## src/rtl/tetris_pkg.sv

```systemverilog
// Shared board geometry, reader state encoding and the board bit-index helper
// used by both the host-side reader and the chip's piece placement.
package tetris_pkg;

    localparam int unsigned BOARD_W    = 8;
    localparam int unsigned BOARD_H    = 16;
    localparam int unsigned BEAT_W     = 8;
    localparam int unsigned BEATS      = BOARD_W * BOARD_H / BEAT_W;
    localparam int unsigned FRAME_W    = BOARD_W * BOARD_H;
    localparam int unsigned COUNT_W    = 8;
    localparam int unsigned X_W        = $clog2(BOARD_W);
    localparam int unsigned Y_W        = $clog2(BOARD_H);
    localparam int unsigned BIT_IDX_W  = $clog2(FRAME_W);
    localparam int unsigned BEAT_IDX_W = $clog2(BEATS);

    typedef enum logic [1:0] {
        IDLE    = 2'd0,
        READ    = 2'd1,
        DRAIN   = 2'd2,
        PUBLISH = 2'd3
    } gsr_state_t;

    // Column x, row y lives at bit x + BOARD_W*y of the flattened board.
    function automatic logic [BIT_IDX_W-1:0] bit_idx(input logic [X_W-1:0] x,
                                                     input logic [Y_W-1:0] y);
        return BIT_IDX_W'(x) + BIT_IDX_W'(BOARD_W) * BIT_IDX_W'(y);
    endfunction

endpackage

```

## src/rtl/game_state_reader_strobe_pacer.sv

```systemverilog
// Issues STROBES single-cycle read strobes, each followed by GAP idle cycles.
// last_strobe is high during the final cycle of the burst (last strobe's gap).
module strobe_pacer #(
    parameter int unsigned GAP     = 0,
    parameter int unsigned STROBES = 16
) (
    input  logic clock,
    input  logic reset_n,
    input  logic launch,
    output logic read_gs,
    output logic last_strobe
);

    localparam int unsigned GAP_W = (GAP > 0) ? $clog2(GAP + 1) : 1;
    localparam int unsigned CNT_W = $clog2(STROBES);
    localparam logic [GAP_W-1:0] GAP_END = GAP_W'(GAP);
    localparam logic [CNT_W-1:0] CNT_END = CNT_W'(STROBES - 1);
    localparam logic [CNT_W-1:0] CNT_PEN = CNT_W'(STROBES - 2);
    localparam bit NO_GAP = (GAP == 0);

    logic             active;
    logic [GAP_W-1:0] gap_cnt;
    logic [CNT_W-1:0] strb_cnt;

    always_ff @(posedge clock or negedge reset_n) begin
        if (!reset_n) begin
            active      <= 1'b0;
            read_gs     <= 1'b0;
            last_strobe <= 1'b0;
            gap_cnt     <= '0;
            strb_cnt    <= '0;
        end else if (launch) begin
            active      <= 1'b1;
            read_gs     <= 1'b1;
            last_strobe <= 1'b0;
            gap_cnt     <= '0;
            strb_cnt    <= '0;
        end else if (active) begin
            if (gap_cnt == GAP_END) begin
                if (strb_cnt == CNT_END) begin
                    active      <= 1'b0;
                    read_gs     <= 1'b0;
                    last_strobe <= 1'b0;
                end else begin
                    read_gs     <= 1'b1;
                    strb_cnt    <= strb_cnt + CNT_W'(1);
                    gap_cnt     <= '0;
                    last_strobe <= NO_GAP && (strb_cnt == CNT_PEN);
                end
            end else begin
                read_gs     <= 1'b0;
                gap_cnt     <= gap_cnt + GAP_W'(1);
                last_strobe <= ((gap_cnt + GAP_W'(1)) == GAP_END) && (strb_cnt == CNT_END);
            end
        end
    end

endmodule

```

## src/rtl/game_state_reader.sv

```systemverilog
// Host-side board reader: strobes the chip once per row, reassembles the
// 128-bit board and publishes it atomically, with a combinational row readout.
module game_state_reader
    import tetris_pkg::*;
#(
    parameter int unsigned GAP = 0
) (
    input  logic                 clock,
    input  logic                 reset_n,
    input  logic                 start,
    input  logic                 continuous,
    input  logic [BEAT_W-1:0]    gs_data,
    output logic                 read_gs,
    output logic                 busy,
    output logic                 frame_valid,
    output logic [FRAME_W-1:0]   frame,
    output logic [COUNT_W-1:0]   frame_count,
    input  logic [Y_W-1:0]       row_sel,
    output logic [BEAT_W-1:0]    row_data
);

    gsr_state_t            state, state_nx;
    logic                  launch;
    logic                  last_strobe;
    logic                  strobe_d;
    logic [BEAT_IDX_W-1:0] cap_cnt;
    logic                  cap_full;
    logic                  cap_last;
    logic                  busy_nx;
    logic                  frame_valid_nx;
    logic [FRAME_W-1:0]    assembly;

    strobe_pacer #(
        .GAP     (GAP),
        .STROBES (BEATS)
    ) u_pacer (
        .clock       (clock),
        .reset_n     (reset_n),
        .launch      (launch),
        .read_gs     (read_gs),
        .last_strobe (last_strobe)
    );

    assign cap_last = strobe_d && (cap_cnt == BEAT_IDX_W'(BEATS - 1));

    always_ff @(posedge clock or negedge reset_n) begin
        if (!reset_n) state <= IDLE;
        else          state <= state_nx;
    end

    // In PUBLISH a still-high read_gs means the next frame was already launched.
    always_comb begin
        state_nx       = state;
        launch         = 1'b0;
        busy_nx        = 1'b0;
        frame_valid_nx = 1'b0;
        case (state)
            IDLE: begin
                if (start) begin
                    state_nx = READ;
                    launch   = 1'b1;
                end
            end
            READ:    if (last_strobe) state_nx = DRAIN;
            DRAIN: begin
                if (cap_full || cap_last) begin
                    state_nx = PUBLISH;
                    launch   = continuous;
                end
            end
            PUBLISH: state_nx = read_gs ? READ : IDLE;
            default: state_nx = IDLE;
        endcase
        busy_nx        = (state_nx != IDLE);
        frame_valid_nx = (state_nx == PUBLISH);
    end

    // Capture one row per delayed strobe; frame only changes on PUBLISH.
    always_ff @(posedge clock or negedge reset_n) begin
        if (!reset_n) begin
            busy        <= 1'b0;
            frame_valid <= 1'b0;
            strobe_d    <= 1'b0;
            cap_cnt     <= '0;
            cap_full    <= 1'b0;
            assembly    <= '0;
            frame       <= '0;
            frame_count <= '0;
        end else begin
            busy        <= busy_nx;
            frame_valid <= frame_valid_nx;
            strobe_d    <= read_gs;
            if (strobe_d) begin
                assembly[bit_idx('0, cap_cnt) +: BEAT_W] <= gs_data;
                cap_cnt <= cap_cnt + BEAT_IDX_W'(1);
            end
            if (launch)        cap_full <= 1'b0;
            else if (cap_last) cap_full <= 1'b1;
            if (state == PUBLISH) begin
                frame       <= assembly;
                frame_count <= frame_count + COUNT_W'(1);
            end
        end
    end

    assign row_data = frame[bit_idx('0, row_sel) +: BEAT_W];

endmodule

```

## config.mk

```make
export PLATFORM = sky130hd
export DESIGN_NAME = game_state_reader
export DESIGN_NICKNAME = d
export VERILOG_FILES = /design/src/rtl/tetris_pkg.sv /design/src/rtl/game_state_reader_strobe_pacer.sv /design/src/rtl/game_state_reader.sv
export SDC_FILE = /design/constraint.sdc
export NUM_CORES = 1
export LEC_CHECK = 0
export CAP_MARGIN = 20
export CORE_MARGIN = 3
export CORE_UTILIZATION = 45
export CTS_BUF_LIST = sky130_fd_sc_hd__clkbuf_16
export DETAILED_ROUTE_END_ITERATION = 8
export PLACE_DENSITY = 0.7
export REMOVE_ABC_BUFFERS = 1
export SLEW_MARGIN = 20
export SYNTH_ARGS = -nofsm -noshare
export SYNTH_HDL_FRONTEND = slang
export SYNTH_HIERARCHICAL = 1
export SYNTH_SLANG_ARGS = --single-unit
```

## constraint.sdc

```tcl
create_clock -name clock -period 2.3 [get_ports clock]
set_input_delay 0.23 -clock clock [delete_from_list [all_inputs] [get_ports clock]]
set_output_delay 0.23 -clock clock [all_outputs]
set_load 0.03 [all_outputs]
```

==> results.md, run 1 <==
- After floorplanning, the core was sized to cover roughly 0.026 mm^2.
- The critical path's largest stage delay is ~500 ps.
- The initial utilization of the core area, before any placement, comes to 45.8%.
- In this run the core area contains a little under 60 standard-cell rows.
- The most frequent standard cell in the layout excluding fill and tap cells is sky130_fd_sc_hd__dfrtp_1.
- The sequential cell fraction of total power is between 30% and 40%.
- In this run, the number of DRC markers left after iteration 0 of detailed routing was 390.
- In this run the worst hold path is classified as input pin to async pin.
- The die is around 170 um tall.
- The root buffer cell chosen for the clock tree is sky130_fd_sc_hd__clkbuf_16.
- The H-tree depth is 1.
- The arrival time at the worst endpoint is 2010 ps.
- Once detailed placement completed, the half-perimeter wirelength came to 22200 um.
- The TritonCTS clock tree is yes.
- The clock insertion delay at the later pin of the skew report is 540 ps.
- The routed layout has about 7800 vias.
- The relative max-transition margin is 43.9%.
- In this run the critical register-to-register path is launched from cap_cnt[1]$_DFFE_PN0P_.
- The final critical delay including setup and external delays is 2240 ps.
- The number of buffers and inverters on the critical path is 1.
- Summed over all failing endpoints, the final setup total negative slack is 0 ps.
- The startpoint class of the critical path is a flop.
- The portion of the post-synthesis area used by sequential elements is between 50% and 60%.
- In the final layout, the share of cells above drive strength 1 is ~34%.
- The number of synthesized flops with an enable pin is 0.
- Along the worst path, the maximum fanout reaches 3.
- The upper clock frequency limit is ~450 MHz.
- The flow ran to the end, and the final reports show no timing, DRC or antenna violations.
- In the synthesized netlist the async set-or-reset flop fraction comes to 100%.
- The clock net in this run drives a total of ~280 sinks.
- On the final layout, the worst clock skew is around 12 ps.
- The growth of design area from synthesis to finish is 28.1%.
- The most common flop cell mapped by yosys is sky130_fd_sc_hd__dfrtp_1.
- At the pin with the least slew margin, the transition time is 841 ps.
- The number of endpoints failing setup at the final stage is 0.
- Synthesis produced around 860 cells.
- The critical path capture point type is a primary output.
- Walking the worst path, the cells encountered are mux4_2, a22oi_1, nand2_1, buf_12.
- In this run the post-CTS setup repair buffer count came out at 0.
- The net count of the finished layout is 1085.
- The final routed wire length divided by cell count is 22.2 um.
- The internal power summed over all cells is roughly 14 mW.
- In the layout the commonest cells are sky130_fd_sc_hd__dfrtp_1, sky130_fd_sc_hd__mux2_2, sky130_fd_sc_hd__clkdlybuf4s50_1.
- The number of DRC violations after detailed routing is 0.
- The final number of hold-violating endpoints is 0.
- The horizontal die dimension is around 170 um.
- Clock-pin slew was measured on the worst setup and hold paths at roughly 60 ps.
- The number of global-route vias before repair is 8023.
- Once detail routing completed, the nets flagged for antenna violations numbered 0.
- The power per unit of standard cell area is 1500 mW/mm^2.
- The weighted congestion at the end of routability-driven global placement is between 0.8 and 0.9.
- The count of yosys warnings during synthesis is 6.
- The count of buffers added on input and output ports is 162.
- The worst vdd rail ir drop is 0.000780 V.
- In this run, the combinational gates consume 43.8% of the power.
- The max-capacitance violation count is 0.
- The maximum clock path buffer count is 3.
- The synthesized netlist occupies a cell area of ~0.012 mm^2.
- The floorplan die area is about 0.029 mm^2.
- The total global-route track usage is between 20 and 25%.
- Once layout is done, the placed cells without fillers occupy around 0.015 mm^2.
- After synthesis the netlist holds a flip-flop and latch count of between 200 and 300.
- The final worst-path cycle share is about 100%.
- Averaged over all synthesized cells, the footprint is roughly 14 um^2.
- The number of antenna violations at the first check in global routing was 0.
- In this run the critical register-to-register path is captured at assembly[3]$_DFFE_PN0P_.
- Net switching is 37.8% of the power.
- The residual overflow from global routing is 0.
- Wires add up to between 30000 and 40000 um.
- The clock network accounts for a little under a fifth of the total power.
- Setup repair after global routing left no endpoint under its margin.
- Overall power consumption after layout is estimated at 23.0 mW.
- The unique cell type count in the Yosys netlist is 50.
- The worst setup path is of the flop to primary output kind.
- The count of final max-slew check failures is 0.
- The worst-case reg-to-reg path depth is 6.
- The setup check on the worst reg-to-reg path leaves a slack of ~160 ps.
- The required time of the worst setup path is between 2000 and 2500 ps.
- Measured on the finished design, the core utilization comes to between 50% and 60%.
- The global-route wire length before repair is ~49000 um.
- Broken down by cell family, the worst path's largest delay share belongs to multiplexers.
- Dividing the detail-routed via count by the number of cells gives 5.53.
- Counting the buffers created by CTS gives 29.
- The largest net degree at the start of global routing is between 70 and 80.
- 0 antenna diodes ended up in the layout.
- The net switching power is about 8.7 mW.
- The pre-antenna-repair detailed-routing pass consisted of 5 iterations.
- The standard cell with the maximum stage delay on the critical path is sky130_fd_sc_hd__mux4_2.
- For this design the static power due to leakage is 6.83 nW.
- The area after detailed placement is 0.0144 mm^2.
- ~160 I/O pins were placed.
final cells by class:
type | instances | area [um^2]
Timing Repair Buffer | 228 | 2260
Clock inverter | 22 | 153
Tap cell | 335 | 419
Multi-Input combinational cell | 500 | 4660
Inverter | 23 | 86.3
Fill cell | 2090 | 10800
Sequential cell | 281 | 7030
Clock buffer | 29 | 726
power by group through the flow:
stage	Combinational [mW]	Clock, mW	Sequential (mW)
detailed placement	10.1	0	8.68
finish	10.1	4.35	8.59
global placement	9.95	0	8.60
global route	10.7	4.66	8.87
CTS	10.2	4.45	8.60
floorplan	4.22	0	10.1
per-layer routing:
| metal | vias to the layer above | global-route usage [%] | routed length (um) | part of all wire, % |
|---|---|---|---|---|
| met4 | 0 | 4.41 | 589 | 1.9 |
| met3 | 38 | 3.62 | 1620 | 5.1 |
| met2 | 201 | 35.3 | 14800 | 47 |
| met5 | - | 0 | 0 | 0 |
| li1 | 3454 | - | - | - |
| met1 | 4148 | 32.7 | 14500 | 46 |
synth_stat cells, types with 6 or more instances:
cell type / count / share of area [%]
sky130_fd_sc_hd__dfrtp_1: 281 / 59
sky130_fd_sc_hd__mux2_2: 208 / 20
sky130_fd_sc_hd__nand2_1: 66 / 2.1
sky130_fd_sc_hd__o21ai_0: 39 / 1.6
sky130_fd_sc_hd__clkbuf_1: 37 / 1.2
sky130_fd_sc_hd__mux4_2: 32 / 6.0
sky130_fd_sc_hd__nor2_1: 30 / 0.94
sky130_fd_sc_hd__inv_1: 23 / 0.72
sky130_fd_sc_hd__a22oi_1: 17 / 1.1
sky130_fd_sc_hd__mux2i_1: 16 / 1.3
sky130_fd_sc_hd__nand3_1: 9 / 0.38
sky130_fd_sc_hd__buf_2: 8 / 0.33
sky130_fd_sc_hd__xnor2_1: 8 / 0.59
sky130_fd_sc_hd__nand2b_1: 7 / 0.37
sky130_fd_sc_hd__nor2b_1: 7 / 0.37
sky130_fd_sc_hd__ha_1: 6 / 0.63
sky130_fd_sc_hd__nand4_1: 6 / 0.31
cell families after synthesis:
group,count (synthesis),synth area share [%]
compound gates,75,3.93
xor+xnor,12,0.878
fa+ha+maj,6,0.627
buf+inv,74,2.48
flops,281,58.7
mux,257,27.0
simple gates,150,6.32
worst reg2reg max path, cell delays in order, from the launching register on:
cell,delay (ps)
sky130_fd_sc_hd__dfrtp_1,370
sky130_fd_sc_hd__inv_1,80
sky130_fd_sc_hd__ha_1,400
sky130_fd_sc_hd__nor2b_1,150
sky130_fd_sc_hd__nand4_1,410
sky130_fd_sc_hd__buf_4,330
sky130_fd_sc_hd__mux2_2,270
state kept, by name (all words and copies together) (netlist names):
register and count:
strobe_d 1, frame 128, frame_count 8, frame_valid 1, u_pacer/read_gs 1, cap_cnt 4
u_pacer/last_strobe 1, cap_full 1, busy 1, u_pacer/active 1, assembly 128, u_pacer/strb_cnt 4
state 2
stage by stage:
| stage | cells | hold slack (ps) | setup WS (ps) |
|---|---|---|---|
| 2_1_floorplan | 804 | -65.6 | -1650 |
| 3_3_place_gp | 1366 | 227 | 108 |
| 3_5_place_dp | 1366 | 227 | 84.9 |
| 4_1_cts | 1418 | 258 | 49.1 |
| 5_1_grt | 1418 | 284 | 7.33 |
| 6_report | 1418 | 244 | 56.4 |
worst max path at each step:
stage / startpoint / endpoint / slack (ps) / cells past startpoint
global placement: row_sel[3] / row_data[1] / 110 / 5
finish: frame[17]$_DFFE_PN0N_ / row_data[1] / 60 / 4
floorplan: state[0]$_DFF_PN0_ / frame_count[6]$_DFFE_PN0N_ / -1650 / 4
detailed placement: row_sel[2] / row_data[3] / 80 / 6
global route: row_sel[2] / row_data[3] / 7 / 6
CTS: frame[65]$_DFFE_PN0N_ / row_data[1] / 50 / 4
timing repair:
action | in CTS | in global routing
hold buffers | 1 | 0
gates resized for setup | 0 | 1
endpoints found under the setup margin | 0 | 5
hold endpoints to repair | 62 | 0
No activity file was read; power rests on OpenSTA's default activity.
==> inputs of run 2 (changes only) <==
CORE_MARGIN = unset   (was 3)
PLACE_DENSITY = 0.68   (was 0.7)
clock period = 2.1 ns   (was 2.3 ns; I/O delays follow)
==> results.md, run 2 (synthesis results as in run 1) <==
- The run finished, with violations left.
- The checks that failed: setup timing.
- The worst register-to-register path begins at cap_cnt[0]$_DFFE_PN0P_.
- The launch point of the worst path is frame[41]$_DFFE_PN0N_.
- The final net count is 1139.
- The critical path ends at row_data[1].
- The worst setup path is launched from a flop.
- The clock transition at the register clock pins on the worst setup and hold paths after CTS is roughly 60 ps.
- The count of final max-slew check failures came to 0.
- Net switching is between 30% and 40% of the power.
- The clock share of power is around a fifth.
- The detailed router's first-iteration violation count is 470.
- The critical path in this run is classified as flop to primary output.
- For this design the top-level I/O count stands at about 160.
- The root buffer cell chosen for the clock tree is sky130_fd_sc_hd__clkbuf_16.
- The final routed wire length divided by cell count is between 20 and 25 um.
- Counting along the longest clock path gives a buffer depth of 3.
- Buffers inserted during clock tree synthesis total 30.
- The height of the die is around 170 um.
- The net switching power is a little under 10 mW.
- The combinational share of power is between 40% and 50%.
- In the routed layout, each cell is associated on average with a via count of between 5 and 6.
- Data arrives at the worst endpoint at slightly below 2000 ps.
- The worst vdd rail ir drop is about 0.0011 V.
- Setup repair after global routing could not meet its margin everywhere.
- The number of global-route vias before repair came to between 8000 and 9000.
- For the pin with the worst max-slew slack, the measured transition is 918 ps.
- The required time of the worst setup path is roughly 1900 ps.
- Before CTS, the worst setup slack after placement is -117 ps.
- In the layout the commonest cells are sky130_fd_sc_hd__dfrtp_1, sky130_fd_sc_hd__mux2_2, sky130_fd_sc_hd__clkdlybuf4s50_1.
- The final number of hold-violating endpoints is 0.
- Between clock sinks in the finished design, the worst skew comes to around 19 ps.
- The multi-input combinational cells in the finished layout cover a total of 0.00477 mm^2.
- The first-pass detailed-route iteration total is 4.
- Of the available clock period, the critical path in the final layout requires 103%.
- The count of nets left with antenna violations once routing finished came out at 0.
- The library cell used most frequently in the layout, excluding fill and tap cells, is sky130_fd_sc_hd__dfrtp_1.
- The power per unit of standard cell area is 1670 mW/mm^2.
- The final HPWL from detailed placement is approximately 23000 um.
- Based on the critical path, the design can be clocked at up to ~460 MHz.
- The initial core utilization is between 40 and 50%.
- The number of DRC violations after detailed routing is 0.
- The tightest min-delay check is of the input pin to async pin type.
- The H-tree depth is 1.
- The tree built by TritonCTS fans out to roughly 280 sinks.
- Across all register-to-register paths, the minimum setup slack is ~40 ps.
- TritonCTS built the clock tree.
- The highest net fanout along the worst path is 2.
- The die covers approximately 0.027 mm^2.
- The internal power of the cells totals about 17 mW.
- The number of antenna violations at the first check in global routing was 0.
- The residual overflow from global routing is 0.
- The critical path capture point type is a primary output.
- The clock insertion delay at the later pin of the skew report is 550 ps.
- In this run the static leakage power is approximately 7.2 nW.
- The weighted congestion at the end of routability-driven global placement is approximately 0.84.
- The routed via count is between 7000 and 8000.
- In the post-route analysis, the smallest setup slack over all paths is -62.1 ps.
- The final wirelength is approximately 33000 um.
- Total power for the finished layout comes to ~27 mW.
- Measured in cells, the most critical reg-to-reg path has a length of 7.
- The final critical delay including setup and external delays is about 2200 ps.
- Buffers placed on the I/O ports in this run total 162.
- The number of fill cells is between 2000 and 2500.
- In this run the tightest slew margin relative to its limit is approximately 39%.
- The endpoint identified for the worst register-to-register timing path is assembly[41]$_DFFE_PN0P_.
- Of the total power, registers draw between 30% and 40%.
- The area growth from synthesis to layout is 34.0%.
- Measured along the x axis, the die boundary spans between 150 and 200 um.
- The antenna diode count is 0.
- The largest registers in the layout are assembly (128), frame (128), frame_count (8).
- In the global route stage, overall resource usage came out at roughly 25%.
- In this run the standard cell core region covers roughly 0.026 mm^2.
- Cells with a size suffix above 1 make up between 30% and 40% of the layout.
- Registers take ~0.0070 mm^2.
- The number of endpoints failing setup at the final stage is 4.
- The max-capacitance violation count is 0.
- Cells fill 61.5% of the core in the end.
- After floorplanning, the core was divided into 59 placement rows.
- Entering global routing, the biggest net connects 58 pins.
- The first global-routing pass estimated 49300 um of wire.
-- run 2: cell count changes in the layout (fill, tap and decap cells not counted), sizes merged --
cell	before	now
inv	28	31
clkbuf	29	31
bufinv	2	4
clkinvlp	1	0
buf	76	129
clkinv	14	11
-- run 2: worst min path at each step --
stage	depth (start not counted)	endpoint	startpoint	slack, ps
after floorplan	0	assembly[0]$_DFFE_PN0P_	reset_n	-90
after global placement	1	u_pacer/strb_cnt[1]$_DFFE_PN0P_	reset_n	170
after detailed placement	1	frame[108]$_DFFE_PN0N_	reset_n	170
after CTS	2	frame[123]$_DFFE_PN0N_	reset_n	190
after global routing	2	u_pacer/strb_cnt[0]$_DFFE_PN0P_	reset_n	220
final	2	u_pacer/strb_cnt[0]$_DFFE_PN0P_	reset_n	190
-- run 2: final cells by class --
cell class	count	area share [%]
tap	335	2.61
timing repair buffer	281	17.2
clock buffer	31	4.84
sequential	281	43.9
multi-input combinational	500	29.7
inverter	23	0.538
clock inverter	23	1.26
-- run 2: what timing repair did --
action	4_1_cts	5_1_grt
hold endpoints to repair	156	0
endpoints found under the setup margin	56	54
gates resized for setup	15	25
setup buffers	28	11
pin swaps	11	8
hold buffers	1	0
-- run 2: metrics by stage --
step	hold slack, ps	area, um^2	instances	TNS (ps)
after global routing	220	16000	1474	-664
after CTS	186	15900	1463	-150
final	189	16000	1474	-125
after floorplan	-85.6	11800	804	-218540
after global placement	170	14600	1380	-3950
after detailed placement	171	14600	1380	-2820
-- run 2: power by group through the flow --
stage          Combinational, mW  Clock [mW]  Sequential [mW]
2_1_floorplan               4.62           0             11.1
3_3_place_gp                11.1           0             9.45
3_5_place_dp                11.3           0             9.50
4_1_cts                     11.9        5.34             9.32
5_1_grt                     12.9        5.56             9.59
6_report                    12.1        5.27             9.31
-- run 2: worst max-delay path, cell delays in order, from the launching register on --
cell                      delay (ps)
sky130_fd_sc_hd__dfrtp_2         440
sky130_fd_sc_hd__mux4_2          560
sky130_fd_sc_hd__a22oi_1         170
sky130_fd_sc_hd__nand2_1          90
sky130_fd_sc_hd__buf_6           150
-- run 2: routing by layer --
layer / GRT usage [%] / routed length [um]
met2: 39.9 / 15700
met1: 34.5 / 14300
met5: 0 / 0
met3: 3.35 / 1740
met4: 7.17 / 802
==> inputs of run 3 (changes only) <==
CORE_UTILIZATION = 48   (was 45)
GPL_TIMING_DRIVEN = 0   (was unset)
PLACE_DENSITY = 0.71   (was 0.68)
==> results.md, run 3 (synthesis results as in run 1) <==
- The clock arrives with around 15 ps of skew.
- After layout, the design draws a total of approximately 27 mW.
- The required time of the worst setup path is about 1900 ps.
- The final layout contains 1089 nets.
- From synthesis to final layout, the design area changed by 32.2%.
- The TritonCTS clock tree is yes.
- The worst setup slack after layout is -82.1 ps.
- In the routed layout, each cell is associated on average with a via count of ~5.6.
- The worst vdd rail ir drop is around 0.00077 V.
- The antenna diode count is 0.
- The path type of the worst min-delay path is input pin to async pin.
- Once the floorplan was initialized, standard cells occupied roughly half of the core.
- The final hold slack is ~250 ps.
- The leakage power is ~7.0 nW.
- The buffer type at the clock tree root is sky130_fd_sc_hd__clkbuf_16.
- Leaving out fill and tap cells, the most frequent cell in the layout is sky130_fd_sc_hd__dfrtp_1.
- The highest net fanout along the worst path is 2.
- Pin placement for this block handled about 160 I/O pins.
- The total global-route track usage is about 24%.
- The final wirelength is ~31000 um.
- STA puts the critical path data arrival time at just under 2000 ps.
- The power per unit of standard cell area is around 1700 mW/mm^2.
- The global-route wire length before repair is 47800 um.
- At the placement stage, the worst setup path has a slack of -850 ps.
- The final HPWL from detailed placement is between 15000 and 20000 um.
- Setup violations remaining at the end of the flow were counted as 25.
- The worst setup path is launched from a flop.
- The upper clock frequency limit is 458 MHz.
- Clock latency on the worst-skew pair, taken at its later pin, is ~550 ps.
- Cells fill about two thirds of the core in the end.
- The top cell types in the final layout, fill and taps aside, are sky130_fd_sc_hd__dfrtp_1, sky130_fd_sc_hd__mux2_2, sky130_fd_sc_hd__clkdlybuf4s50_1.
- The detailed router's first-iteration violation count is 507.
- The max-capacitance violation count is 0.
- The critical path capture point type is a primary output.
- The routed design could run at a clock period as short as roughly 2200 ps.
- The post-route netlist has 38.0% of its cells at a drive strength greater than 1.
- After detailed routing, the average wire length per cell comes to between 20 and 25 um.
- The final number of hold-violating endpoints came to 0.
- The routed via count is around 8000.
- During placement, the flow inserted port buffers numbering about 160.
- The run finished, with violations left.
- Setup repair after global routing could not meet its margin everywhere.
- Once detail routing completed, the nets flagged for antenna violations numbered 0.
- Of the available clock period, the critical path in the final layout requires 104%.
- The horizontal die dimension is 160 um.
- Headroom to the max-slew limit came out at 56.3%.
- The TritonCTS sink count is 281.
- The clock transition at the register clock pins on the worst setup and hold paths after CTS is 60 ps.
- The count of final max-slew check failures is 0.
- Clock tree synthesis inserted a total of 29 buffers.
- Measured along the y axis, the die boundary spans 160 um.
- Counting along the longest clock path gives a buffer depth of 3.
- The cell row count is 57.
- The largest registers in the layout are assembly (128), frame (128), frame_count (8).
- Entering global routing, the biggest net connects between 100 and 150 pins.
- The number of DRC violations after detailed routing is 0.
- The H-tree depth is 1.
- The floorplan die area is between 0.02 and 0.03 mm^2.
- The first TritonRoute pass finished after 4 iterations.
- Routability-driven placement finished with a final weighted congestion of 0.794.
- The number of antenna violations at the first check in global routing is 0.
- The final reports fail on setup timing.
- The classification of the worst setup path is flop to primary output.
- Global routing finished with a remaining overflow of 0.
- The number of global-route vias before repair is between 8000 and 9000.
- The transition at the pin with the smallest max-transition slack is about 660 ps.
- The area of the core region is roughly 0.024 mm^2.
[run 3: layout make-up]
type / instances / area [um^2]
fillers: 1788 / 8570
flip-flops and latches: 281 / 7040
multi-input cells: 501 / 4960
repair buffers: 231 / 2350
clock buffers: 29 / 726
well taps: 324 / 405
clock inverters: 23 / 254
inverters: 23 / 88.8
[run 3: critical path: stages, from the launching register on]
cell and delay (ps):
sky130_fd_sc_hd__dfrtp_1 390, sky130_fd_sc_hd__mux4_2 550, sky130_fd_sc_hd__a22oi_2 220, sky130_fd_sc_hd__nand2_2 110, sky130_fd_sc_hd__buf_6 150
[run 3: path summary, 6_finish.rpt]
kind	start	endpoint	slack [ps]	depth (start not counted)
worst max-delay path	frame[88]$_DFFE_PN0N_	row_data[0]	-80	4
worst min-delay path	reset_n	frame[52]$_DFFE_PN0N_	250	2
worst min register to register	u_pacer/read_gs$_DFFE_PN0P_	strobe_d$_DFF_PN0_	450	0
worst max register to register	cap_cnt[1]$_DFFE_PN0P_	assembly[55]$_DFFE_PN0P_	-60	6
min in group clock	start	busy$_DFF_PN0_	360	3
max in group asynchronous	reset_n	assembly[94]$_DFFE_PN0P_	900	3
[run 3: metrics by stage]
step | cell area [um^2] | setup TNS, ps | cells
floorplan | 11800 | -218540 | 804
global placement | 13800 | -3687980 | 1290
detailed placement | 14000 | -86220 | 1298
CTS | 15500 | -198 | 1393
global route | 15800 | -2510 | 1412
finish | 15800 | -687 | 1412
[run 3: layer usage]
layer  track usage [%]  vias up  share of wire [%]
li1                  -     3482                  -
met2              38.5      265                 48
met4              9.48        0                3.7
met1              34.6     4163                 43
met3              3.56       65                5.5
met5                 0        -                  0
[run 3: repair_timing]
item                                   CTS  global route
setup buffers                           42            18
endpoints found under the hold margin   82             0
pin swaps                               12            10
hold buffers                             1             0
setup endpoints to repair              140            61
resized for setup                       88            40
cloned                                   0             1
[run 3: report_power, final]
part / switching, mW / internal [mW] / leakage, nW
Sequential: 1.65 / 7.71 / 3.57
Combinational: 6.30 / 5.87 / 2.92
Clock: 2.11 / 3.23 / 0.492
